===== src/rtl/mem_responder.sv =====
// Fixed-latency word memory that answers one read or write request at a time.
// Define MEM_RESPONDER_WRITE_EN to let writes modify the array; otherwise it behaves as read-only program memory.
module mem_responder #(
  parameter int ADDR_BITS = 8,
  parameter int DATA_BITS = 8,
  parameter int LATENCY   = 2
) (
  input  logic                 clk,
  input  logic                 reset,
  input  logic                 mem_read_valid,
  input  logic [ADDR_BITS-1:0] mem_read_address,
  output logic                 mem_read_ready,
  output logic [DATA_BITS-1:0] mem_read_data,
  input  logic                 mem_write_valid,
  input  logic [ADDR_BITS-1:0] mem_write_address,
  input  logic [DATA_BITS-1:0] mem_write_data,
  output logic                 mem_write_ready
);

  localparam int DEPTH = 1 << ADDR_BITS;
  localparam logic [3:0] COUNT_LOAD = 4'(LATENCY - 1);

`ifdef MEM_RESPONDER_WRITE_EN
  localparam bit WRITE_EN = 1'b1;
`else
  localparam bit WRITE_EN = 1'b0;
`endif

  typedef enum logic [1:0] {
    IDLE,
    WAIT,
    RESP
  } state_t;

  state_t                 state_reg;
  logic                   op_write_reg;
  logic [ADDR_BITS-1:0]   addr_reg;
  logic [DATA_BITS-1:0]   wdata_reg;
  logic [3:0]             count_reg;
  logic [DATA_BITS-1:0]   mem_array [DEPTH];

  // The array is cleared on reset, so it lives in fabric registers rather than block RAM.
  always_ff @(posedge clk) begin
    if (reset) begin
      state_reg       <= IDLE;
      op_write_reg    <= 1'b0;
      addr_reg        <= '0;
      wdata_reg       <= '0;
      count_reg       <= 4'd0;
      mem_read_ready  <= 1'b0;
      mem_write_ready <= 1'b0;
      mem_read_data   <= '0;
      for (int i = 0; i < DEPTH; i++) begin
        mem_array[i] <= '0;
      end
    end else begin
      mem_read_ready  <= 1'b0;
      mem_write_ready <= 1'b0;
      case (state_reg)
        IDLE: begin
          if (mem_read_valid) begin
            op_write_reg <= 1'b0;
            addr_reg     <= mem_read_address;
            count_reg    <= COUNT_LOAD;
            state_reg    <= WAIT;
          end else if (mem_write_valid) begin
            op_write_reg <= 1'b1;
            addr_reg     <= mem_write_address;
            wdata_reg    <= mem_write_data;
            count_reg    <= COUNT_LOAD;
            state_reg    <= WAIT;
          end
        end
        WAIT: begin
          if (count_reg != 4'd0) begin
            count_reg <= count_reg - 4'd1;
          end else begin
            if (op_write_reg) begin
              mem_write_ready <= 1'b1;
              if (WRITE_EN) begin
                mem_array[addr_reg] <= wdata_reg;
              end
            end else begin
              mem_read_ready <= 1'b1;
              mem_read_data  <= mem_array[addr_reg];
            end
            state_reg <= RESP;
          end
        end
        RESP: begin
          state_reg <= IDLE;
        end
        default: begin
          state_reg <= IDLE;
        end
      endcase
    end
  end

endmodule


===== config.mk =====
export PLATFORM = sky130hd
export DESIGN_NAME = mem_responder
export DESIGN_NICKNAME = d
export VERILOG_FILES = /design/src/rtl/mem_responder.sv
export SDC_FILE = /design/constraint.sdc
export NUM_CORES = 1
export LEC_CHECK = 0
export CORE_MARGIN = 10
export CORE_UTILIZATION = 33
export DETAILED_ROUTE_END_ITERATION = 8
export PLACE_DENSITY_LB_ADDON = 0.08
export SYNTH_ARGS = -nofsm -noshare
export SYNTH_HDL_FRONTEND = slang
export SYNTH_SLANG_ARGS = --single-unit

===== constraint.sdc =====
create_clock -name clk -period 4.3 [get_ports clk]
set_input_delay 0.86 -clock clk [delete_from_list [all_inputs] [get_ports clk]]
set_output_delay 0.86 -clock clk [all_outputs]
set_load 0.01 [all_outputs]

==> qor.txt <==
Critical Path Max Stage Delay -> 0.53 ns
Met2 WL post-DR -> 335 um
GP Congestion -> 0.7208
Final-report max-slew violation count -> 0
Fin nets -> 90
Fillers -> 137
Worst-case clock buffer depth -> 2
CP delay by family, top -> buffers and inverters
Place WS -> 2.138 ns
RSZ-0062 raised after global routing -> no
WL/cell -> 11.04 um
Sw power -> 59.55 uW
Largest fanout on the critical path -> 1
Switching share of power -> 0.2896
Seq pwr share -> 0.465
Placed Area -> 493.0 um^2
Vias in the first global route -> 325
Skew final -> 0.002491 ns
Max reg flops -> 4
Input/output buffers -> 5
GRT Overall Usage -> 0.05259
Setup bufs post-CTS -> 0
Final ANT Viol Nets -> 0
CTS tree -> built
Post-route minimum period -> 1.950 ns
Top cells by area, synth -> dfxtp_1, buf_4, a21oi_1, ha_1, nand4b_1
DRC -> 0
Root buf cell -> clkbuf_4
CP required -> 3.44 ns
Die Y-Extent -> 57.25 um
First-pass GRT wire length -> 1345 um
# IOs -> 38
Setup-failing EPs final -> 0
Post-synth top area share -> 0.3934
Commonest non-fill, non-tap cells in the layout -> dfxtp_1, conb_1, a21oi_1, clkdlybuf4s50_1
Pwr dens -> 396.0 nW/um^2
Highest metal used -> met4
Core Util, Final -> 0.3990
Clock Latency Late Sink -> 0.26 ns
Synth Register Bits -> 9
Initial antenna violation count -> 0
Flop-to-flop setup slack -> 2.76 ns
Overflow after GRT -> 0
Setup ws final -> 2.350 ns
Pleak -> 0.2136 nW
Status -> finished, final reports clean
Clk pwr share -> 0.316
Max Clock Freq -> 512.7 MHz
CP Launch Type -> flip-flop
Synth warn -> 0
PostCTS Resize Cnt -> 0
Mean Syn Cell Area -> 8.979 um^2
Ant. Diodes -> 0
# rows -> 13
Worst Setup End Kind -> output port
Htree depth -> 1
Synthesis-to-finish area growth -> 13.39%
Final hold slack -> 0.4363 ns
Hold Fails Final Rpt -> 0
Post-route insts no fill -> 74
Fraction of layout cells with a size suffix above 1 -> 0.1017
Wire length on met3 -> 99 um
TritonCTS Buffers -> 3
CP max-delay cell -> clkdlybuf4s50_1
Hold-fix buffers at CTS -> 0
Iteration-0 DRC Markers -> 8
DIE AREA -> 3278 um^2
Vias per inst -> 4.824
CTS sink cnt -> 9
Final instance area -> 519.2 um^2
Largest net degree at the start of global routing -> 7
Max-cap check violation count -> 0
Total design power -> 205.6 uW
Clock transition at path regs -> 0.06 ns
Synthesized cell area -> 457.9 um^2
Most common cell after layout, fill and taps aside -> dfxtp_1
Via count -> 357
Synth unique cells -> 23
DRT met1 WL -> 373 um
Synth area leader -> dfxtp_1
Worst path bufs/invs -> 1
Die X -> 57.25 um
TNS Setup -> 0 ns
Crit path DAT -> 1.09 ns
Initial Utilization -> 0.3519
P_int -> 146.1 uW
Crit share post-route -> 0.4536
Seq/Total Area, Yosys -> 0.3934
Hold Path Class -> reg -> reg
CP Class -> reg -> out
Final WL -> 817 um
Dpl cells -> 70
Post-DP HPWL -> 648.3 um
Area of the core -> 1301 um^2
VDD IR max -> 0.1380 mV
CP cell instances -> clkdlybuf4s50_1
Drt pass-1 iters -> 4
Logic pwr share -> 0.219
Mapped Cells -> 51
[layout make-up]
class | count | area, um^2 | area share
multi-input cells | 38 | 232.7 | 0.4482
inverters | 3 | 11.26 | 0.02169
well taps | 15 | 18.77 | 0.03614
clock buffers | 4 | 26.28 | 0.05060
repair buffers | 5 | 50.05 | 0.09639
flip-flops and latches | 9 | 180.2 | 0.3470
[final timing paths]
| kind | from | endpoint | depth (start not counted) |
|---|---|---|---|
| worst max-delay path | mem_read_ready | mem_read_ready | 1 |
| worst min-delay path | op_write_reg | mem_read_ready | 1 |
| worst max register to register | count_reg[0] | count_reg[1] | 5 |
| worst min register to register | op_write_reg | mem_read_ready | 1 |
[kinds of logic after synthesis]
family	count (synthesis)	synth area share
other	1	0.008189
flip-flops	9	0.3934
AND/OR/NAND/NOR	16	0.2159
adder cells (fa/ha/maj)	2	0.05464
buffers and inverters	11	0.1557
AO/OA/AOI/OAI	12	0.1721
[Yosys cell counts, drive strengths merged]
cell type	instances
o21ai	1
a21oi	5
ha	2
nor2	3
conb	1
or2	1
a211oi	1
or3b	1
dfxtp	9
nand4b	2
nor4	1
a31o	1
buf	8
nand2	2
nor2b	2
and2	1
a21o	1
inv	3
o41ai	1
nand3b	1
a221o	1
nand2b	2
a31oi	1
[routing by layer]
metal,GRT usage,vias up
met1,0.05217,164
met2,0.06357,13
met5,0,-
li1,-,178
met3,0.04425,2
met4,0.05369,0
[power groups by stage]
stage	registers, mW	logic (mW)	clock network [mW]
2_1_floorplan	0.0968	0.0383	0
3_3_place_gp	0.0974	0.0451	0
3_5_place_dp	0.0973	0.0445	0
4_1_cts	0.0955	0.0446	0.0681
5_1_grt	0.0965	0.0514	0.0731
6_report	0.0956	0.0450	0.0650
(Power assumes the default switching activity.)
